===== config.mk =====
export PLATFORM = sky130hd
export DESIGN_NAME = reflet_fifo_periph
export DESIGN_NICKNAME = d
export VERILOG_FILES = /design/src/rtl/reflet_fifo_periph_pkg.sv /design/src/rtl/reflet_fifo_core.sv /design/src/rtl/reflet_fifo_periph.sv
export SDC_FILE = /design/constraint.sdc
export NUM_CORES = 1
export LEC_CHECK = 0
export CORE_MARGIN = 1
export CORE_UTILIZATION = 25
export CTS_BUF_LIST = sky130_fd_sc_hd__clkbuf_4 sky130_fd_sc_hd__clkbuf_8
export DETAILED_ROUTE_END_ITERATION = 16
export SETUP_SLACK_MARGIN = 0.05
export SLEW_MARGIN = 20
export SYNTH_ARGS = -nofsm -noshare
export SYNTH_HDL_FRONTEND = slang
export SYNTH_SLANG_ARGS = --single-unit

===== constraint.sdc =====
create_clock -name clk -period 2.45 [get_ports clk]
set_input_delay 0.6125 -clock clk [delete_from_list [all_inputs] [get_ports clk]]
set_output_delay 0.6125 -clock clk [all_outputs]
set_load 0.02 [all_outputs]

===== src/rtl/reflet_fifo_periph_pkg.sv =====
// ============================================================================
// reflet_fifo_periph_pkg -- register map and status layout shared by the
// reflet FIFO peripheral and its storage core.
// Revision: 1.0
// ============================================================================
`default_nettype none

package reflet_fifo_periph_pkg;

  // Register offsets relative to base_addr
  localparam int REG_DATA = 0;
  localparam int REG_CTRL = 1;

  // Status word bit positions (DATA register read)
  localparam int STAT_EMPTY    = 0;
  localparam int STAT_FULL     = 1;
  localparam int STAT_OVERFLOW = 2;

  // Control word bit positions (CTRL register write)
  localparam int CTRL_CLR_OVF = 0;

  typedef enum logic [1:0] {
    SEL_NONE = 2'd0,
    SEL_DATA = 2'd1,
    SEL_CTRL = 2'd2
  } reg_sel_e;

endpackage

`default_nettype wire


===== src/rtl/reflet_fifo_core.sv =====
// ============================================================================
// reflet_fifo_core -- circular-buffer storage with read/write pointers and an
// occupancy counter; accepts push and pop together in any state.
// Revision: 1.0
// ============================================================================
`default_nettype none

module reflet_fifo_core #(
  parameter int WORD_SIZE = 8,
  parameter int DEPTH     = 4
) (
  input  logic                       clk,
  input  logic                       reset,
  input  logic                       i_push,
  input  logic [WORD_SIZE-1:0]       i_data,
  input  logic                       i_pop,
  output logic [WORD_SIZE-1:0]       o_head,
  output logic [$clog2(DEPTH):0]     o_count,
  output logic                       o_full,
  output logic                       o_empty
);

  localparam int PTR_W = $clog2(DEPTH);
  localparam int CNT_W = PTR_W + 1;
  localparam logic [CNT_W-1:0] c_depth = CNT_W'(DEPTH);

  logic [WORD_SIZE-1:0] r_mem [DEPTH];
  logic [PTR_W-1:0]     r_rd_ptr;
  logic [PTR_W-1:0]     r_wr_ptr;
  logic [CNT_W-1:0]     r_count;

  logic w_empty;
  logic w_full;
  logic w_do_pop;
  logic w_do_push;

  assign w_empty = (r_count == '0);
  assign w_full  = (r_count == c_depth);

  // When full, a same-cycle pop frees the slot the push lands in.
  assign w_do_pop  = i_pop && !w_empty && !reset;
  assign w_do_push = i_push && (!w_full || w_do_pop) && !reset;

  always_ff @(posedge clk) begin
    if (w_do_push) begin
      r_mem[r_wr_ptr] <= i_data;
    end
  end

  always_ff @(posedge clk) begin
    if (reset) begin
      r_rd_ptr <= '0;
      r_wr_ptr <= '0;
      r_count  <= '0;
    end else begin
      if (w_do_pop) begin
        r_rd_ptr <= r_rd_ptr + PTR_W'(1);
      end
      if (w_do_push) begin
        r_wr_ptr <= r_wr_ptr + PTR_W'(1);
      end
      if (w_do_push && !w_do_pop) begin
        r_count <= r_count + CNT_W'(1);
      end else if (w_do_pop && !w_do_push) begin
        r_count <= r_count - CNT_W'(1);
      end
    end
  end

  assign o_head  = r_mem[r_rd_ptr];
  assign o_count = r_count;
  assign o_full  = w_full;
  assign o_empty = w_empty;

endmodule

`default_nettype wire


===== src/rtl/reflet_fifo_periph.sv =====
// ============================================================================
// reflet_fifo_periph -- CPU-writable FIFO with a streaming output port, a
// status/count register pair and a sticky overflow flag.
// Revision: 1.0
// ============================================================================
`default_nettype none

module reflet_fifo_periph
  import reflet_fifo_periph_pkg::*;
#(
  parameter int                 addr_size = 8,
  parameter logic [addr_size-1:0] base_addr = 8'h80,
  parameter int                 word_size = 8,
  parameter int                 depth     = 4
) (
  input  logic                   clk,
  input  logic                   reset,
  input  logic [addr_size-1:0]   addr,
  input  logic [word_size-1:0]   data_in,
  input  logic                   write_en,
  output logic [word_size-1:0]   data_out,
  output logic [word_size-1:0]   ext_data,
  output logic                   ext_valid,
  input  logic                   ext_ready,
  output logic [$clog2(depth):0] count,
  output logic                   overflow
);

  localparam logic [addr_size-1:0] c_data_addr = base_addr + addr_size'(REG_DATA);
  localparam logic [addr_size-1:0] c_ctrl_addr = base_addr + addr_size'(REG_CTRL);

  reg_sel_e                 w_sel;
  logic                     w_push;
  logic                     w_clr_ovf;
  logic                     w_drop;
  logic                     w_full;
  logic                     w_empty;
  logic [$clog2(depth):0]   w_count;
  logic [word_size-1:0]     w_status;
  logic                     r_overflow;
  logic [word_size-1:0]     r_data_out;

  always_comb begin
    w_sel = SEL_NONE;
    if (addr == c_data_addr) begin
      w_sel = SEL_DATA;
    end else if (addr == c_ctrl_addr) begin
      w_sel = SEL_CTRL;
    end
  end

  assign w_push    = write_en && (w_sel == SEL_DATA);
  assign w_clr_ovf = write_en && (w_sel == SEL_CTRL) && data_in[CTRL_CLR_OVF];
  // Full is never empty, so any ext_ready while full is a real pop.
  assign w_drop    = w_push && w_full && !ext_ready;

  reflet_fifo_core #(
    .WORD_SIZE (word_size),
    .DEPTH     (depth)
  ) u_core (
    .clk     (clk),
    .reset   (reset),
    .i_push  (w_push),
    .i_data  (data_in),
    .i_pop   (ext_ready),
    .o_head  (ext_data),
    .o_count (w_count),
    .o_full  (w_full),
    .o_empty (w_empty)
  );

  always_ff @(posedge clk) begin
    if (reset) begin
      r_overflow <= 1'b0;
    end else if (w_drop) begin
      r_overflow <= 1'b1;
    end else if (w_clr_ovf) begin
      r_overflow <= 1'b0;
    end
  end

  always_comb begin
    w_status                = '0;
    w_status[STAT_EMPTY]    = w_empty;
    w_status[STAT_FULL]     = w_full;
    w_status[STAT_OVERFLOW] = r_overflow;
  end

  // Unselected reads return zero so several peripherals can be OR-ed.
  always_ff @(posedge clk) begin
    if (reset) begin
      r_data_out <= '0;
    end else begin
      case (w_sel)
        SEL_DATA: r_data_out <= w_status;
        SEL_CTRL: r_data_out <= word_size'(w_count);
        default:  r_data_out <= '0;
      endcase
    end
  end

  assign data_out  = r_data_out;
  assign ext_valid = !w_empty;
  assign count     = w_count;
  assign overflow  = r_overflow;

endmodule

`default_nettype wire

### Word-level counts from Yosys, hierarchy flattened

Memories as Yosys holds them, arrays and structs flattened. A register that Yosys moved wholly into a read port is not among the register bits.
Cells that the tools add are included.

* add/sub/neg operators: 4
* eq/ne operators: 5
* muxes and demuxes: 11
* reductions and logical operators: 21

Operators by type and width (count)
* $eq A8 B8 Y1 const B: 2
* $logic_and A1 B1 Y1: 11
* $mux W2: 4
* $logic_not A1 Y1: 6
* $mux W3: 2
* $pmux W3 S2: 1
* $add A2 B1 Y2 const B: 2
* $mux W1: 4
* $reduce_bool A2 Y1: 2
* $add A3 B1 Y3 const B: 1
* $eq A3 B3 Y1 const B: 1
* $logic_not A3 Y1: 1
* $sub A3 B1 Y3 const B: 1
* $eq A2 B1 Y1 const B: 1
* $eq A2 B2 Y1 const B: 1
* $logic_or A1 B1 Y1: 1

* register bits after elaboration: 16
* RAM bits: 32
* input port bits: 20
* output and inout port bits: 21
* memories: 1

Memory list
* u_core.r_mem: depth 4, width 8, read ports 1, clocked after Yosys merged registers in 1, write ports 1, line reflet_fifo_core.sv:27 `logic [WORD_SIZE-1:0] r_mem [DEPTH];`

### Depth between registers and ports, before layout

* depth in word-level cells: 11
* gate-level depth with buffers: 10
* depth with buffers taken out: 8

### Hierarchy

A second synthesis with hierarchy kept.

* cells, all modules: 117
* area, all modules: 1891.8 um^2

Modules (own cells, without submodules)
* reflet_fifo_core: instances 1, cells an instance 90, area an instance 1634.1 um^2, seq. area each 1141.1 um^2
* reflet_fifo_periph: instances 1, cells an instance 27, area an instance 257.7 um^2, seq. area each 80.1 um^2

### Worst setup path after synthesis

Ideal clock, no wire load.

* path kind: input to register
* start point: in addr[5]
* end point: reg u_core.r_count[2], in the netlist u_core.o_count[2]
* setup time: 70 ps
* arrival: 2484 ps
* required time: 2380 ps
* slack: -105 ps
* cell stages on the path: 9
* cells stage by stage: nor4_1 > and4b_1 > buf_6 > ha_1 > inv_1 > fa_1 > xor2_1 > or3_1 > a21oi_1

* longest elaborated chain between the ends: 10
* elaborated cells between the ends (all ways): 13
* classes of those cells: eq/ne (3); mux (3); reduce/logical (7)

Ends and longest elaborated chain
* from (decl): line reflet_fifo_periph.sv:18 `input logic [addr_size-1:0] addr,`
* $eq A8 B8 Y1: line reflet_fifo_periph.sv:47 `end else if (addr == c_ctrl_addr) begin`
* $mux W2: line reflet_fifo_periph.sv:47
* $mux W2 (*): line reflet_fifo_periph.sv:45 `if (addr == c_data_addr) begin`
* $eq A2 B1 Y1 (*): line reflet_fifo_periph.sv:52 `assign w_push = write_en && (w_sel == SEL_DATA);`
* $logic_and A1 B1 Y1 (*): line reflet_fifo_periph.sv:52
* $logic_and A1 B1 Y1 (*) (2 in a row): line reflet_fifo_core.sv:42 `assign w_do_push = i_push && (!w_full || w_do_pop) && !reset;`
* net u_core.w_do_push: line reflet_fifo_core.sv:35 `logic w_do_push;`
* $logic_not A1 Y1: line reflet_fifo_core.sv:64 `end else if (w_do_pop && !w_do_push) begin`
* $logic_and A1 B1 Y1: line reflet_fifo_core.sv:64
* $reduce_bool A2 Y1 (no source line)
* to (signal assigned): line reflet_fifo_core.sv:63 `r_count <= r_count + CNT_W'(1);`
* to (signal assigned): line reflet_fifo_core.sv:65 `r_count <= r_count - CNT_W'(1);`
* to (decl): line reflet_fifo_core.sv:30 `logic [CNT_W-1:0] r_count;`

The timed path passes the listed nets; every way through them passes the cells marked *.
A chain may end at the register's enable or synchronous reset.

### Final worst setup path

* start point: in addr[6]
* end point: reg u_core.r_count[2], in the netlist u_core.o_count[2]

* longest elaborated chain between the ends: 10
* elaborated cells between the ends (all ways): 13
* classes of those cells: eq/ne (3); mux (3); reduce/logical (7)

Ends and longest elaborated chain (line)
* $eq A8 B8 Y1: reflet_fifo_periph.sv:47
* $mux W2: reflet_fifo_periph.sv:47
* $mux W2 (*): reflet_fifo_periph.sv:45
* $eq A2 B1 Y1 (*): reflet_fifo_periph.sv:52
* $logic_and A1 B1 Y1 (*): reflet_fifo_periph.sv:52
* $logic_and A1 B1 Y1 (*) (2 in a row): reflet_fifo_core.sv:42
* $logic_not A1 Y1: reflet_fifo_core.sv:64
* $logic_and A1 B1 Y1: reflet_fifo_core.sv:64
* $reduce_bool A2 Y1 (no source line)

Every way passes the cells marked *; elsewhere a longest branch is shown, timed or not.

==> flow_summary.toml <==
[status]
status = "finished clean"

[timing]
min_period_ps = 2320
final-hold-violation-count = 0
clock.fmax_ghz = 0.431
fin_crit_sh = 0.948
skew_ps = 9.36
finalSetupViolCount = 0
rsz0062_at_grt = "no"
final_max_slew_viol_count = 0

[pwr]
p_per_area_nw_per_um2 = 531
combinationalPowerShare = 0.054
p_int_mw = 1.05
p_sw_frac = 0.217
pwr-share-clk = 0.340
max-vdd-ir-drop_mv = 0.190
finalPower_mw = 1.34
pwr-share-seq = 0.606
leakagePower_nw = 0.914
p_switching_mw = 0.291

[cells_and_area]
seqCellArea_um2 = 1220
nFillCells = 712
stdcell_count = 266
final_area_um2 = 2530
antennaDiodeCount = 0
fin_nets = 192
syn_to_final_growth_pct = 31.9
layout-drive-gt1-share = 0.299
multiInputGateArea_um2 = 659

[placement]
placed_area_um2 = 2450
placed_cells = 258
place_hpwl_um = 2360
numPortBuffers = 35
gp_congestion = 0.652

[flow_run]
cap_violations = 0

[logic_synthesis]
synth_enable_flop_cells = 32
ys_async_sr_fraction = 0
ys_types = 35
synth_ff_type = "edfxtp_1"
synth_area_per_cell_um2 = 16.0
synth-warning-count = 0
ys_ff_latch = 45
ys_seq_area_frac = 0.637
synth_area_leader_cell = "edfxtp_1"
syn-cell-area_um2 = 1920
yosysMostFrequentCell = "edfxtp_1"
synthCells = 120
synthTopCellsByCount = "edfxtp_1, dfxtp_1, nor2_1"
synth_top_area_frac = 0.501
ys_top_cells_by_area = "edfxtp_1, dfxtp_1, mux4_2"

[die]
core_um2 = 7330
die_area_um2 = 8020
row_count = 31
start_util = 0.261
pin_count = 41
die_w_um = 89.6
die_y_um = 89.6

[setup_path]
worst-setup-path-type = "in2reg"
r2r_slack_ps = 270
startpoint_type = "primary input"
r2r-end = "u_core.o_count[2]"
setup.worst_path.end_class = "flip-flop"
r2r_start = "u_core.o_count[2]"
crit_arrival_ps = 2550
cp.required_ps = 2680
worst_r2r_path_depth = 8
crit_path_max_fanout = 2

[clock_tree]
htree_levels = 2
cts_max_path_buffers = 2
cts_root_buffer = "clkbuf_8"
cts_num_sinks = 45
clk_pin_slew_ps = 90
cts_tree = "yes"
ctsHoldBuffers = 0
cts_made_buffers = 5
clk_latency_ps = 290
cts_setup_buffers = 0

[drt]
drc = 0
viasPerCell = 4.08
num_vias = 1084
dr.pass1.iters = 4
drtIter0Drc = 71
wl_per_cell_um = 12.8
routed_wl_um = 3410
ant_nets = 0

[global_route]
grt_pass1_vias = 1080
antenna_found_initial = 0
grt_max_degree = 16
grt_pass1_wl_um = 5310
grt-ovfl-total = 0
grt_usage = 0.0901

[min_path]
hp-start = "u_core.r_rd_ptr[0]"
holdCritPathClass = "reg2reg"
hold_path_end = "u_core.r_rd_ptr[0]"
hold_depth = 2
-- area by class of cell --
class                           instances  share of cell area
Timing Repair Buffer                   47               0.167
Inverter                                3             0.00445
Clock buffer                            5              0.0272
Clock inverter                          3             0.00841
Tap cell                               99              0.0490
Multi-Input combinational cell         64               0.261
Sequential cell                        45               0.483
-- sequential cells by signal (all words and copies together), names as in the netlist, named ones only --
| name | flops |
|---|---|
| u_core.o_count | 3 |
| overflow | 1 |
| u_core.r_wr_ptr | 2 |
| u_core.r_mem | 32 |
| data_out | 3 |
| u_core.r_rd_ptr | 2 |
-- power by group through the flow --
| stage | sequential, mW | combinational, mW | clock, mW |
|---|---|---|---|
| finish | 0.815 | 0.0720 | 0.457 |
| global route | 0.815 | 0.0783 | 0.499 |
| CTS | 0.815 | 0.0742 | 0.468 |
| detailed placement | 0.832 | 0.0769 | 0 |
| global placement | 0.832 | 0.0761 | 0 |
| floorplan | 0.832 | 0.0325 | 0 |
-- per-layer routing --
layer  GRT usage  vias up  wire length [um]
met2       0.153       26              1670
li1            -      528                 -
met4      0.0260        0                18
met3      0.0277        3               179
met1       0.110      527              1540
met5           0        -                 0
-- through the flow --
step | hold WS (ps) | setup TNS [ps] | utilization | worst slack, ps
floorplan | 485 | 0 | - | 76.6
global placement | 512 | -787 | 0.334 | -375
detailed placement | 516 | -1370 | 0.334 | -410
CTS | 535 | 0 | 0.346 | 54.9
global route | 555 | 0 | 0.345 | 39.7
finish | 530 | 0 | 0.345 | 129
-- worst max-delay path, cell delays in order --
cell,delay [ps]
clkbuf_2,110
nor4b_4,300
and4b_2,310
ha_4,140
inv_1,50
fa_2,400
xor2_2,190
or3_1,310
a21oi_1,140
-- kinds of logic (layout without fill, tap and decap cells) --
logic type	after synthesis	in the layout	share of synthesized area
simple gates	29	29	0.0992
compound gates	8	8	0.0287
other cells	1	5	0.00196
xor+xnor	4	4	0.0183
fa+ha+maj	6	6	0.0431
buf+inv	15	58	0.0516
flops	45	45	0.637
mux	12	12	0.120
-- worst max-delay path by stage --
stage,cells past startpoint,from,endpoint
global placement,9,addr[6],u_core.o_count[2]
finish,9,addr[6],u_core.o_count[2]
global route,9,addr[5],u_core.o_count[2]
detailed placement,9,addr[6],u_core.o_count[2]
floorplan,10,addr[0],u_core.o_count[2]
CTS,9,ext_ready,u_core.o_count[2]
-- cell usage in the layout (no fill, tap or decap), types with 2 or more instances in the layout --
master and n:
nor4b_4 2, and2_2 4, nor2_1 11, mux4_2 8, buf_4 11, dlymetal6s2s_1 4, conb_1 5, edfxtp_1 32
mux2i_1 2, clkbuf_8 5, clkbuf_2 6, xor2_1 3, inv_1 3, clkdlybuf4s50_1 16, ha_1 4, dlygate4sd2_1 9
nand2_1 2, mux2_4 2, a21oi_1 3, dfxtp_1 12
-- repair_timing --
item / 4_1_cts / 5_1_grt
pin swaps: 5 / 7
cloned: 0 / 0
setup endpoints to repair: 10 / 2
resized for setup: 18 / 17
No activity file was read; power rests on OpenSTA's default activity.
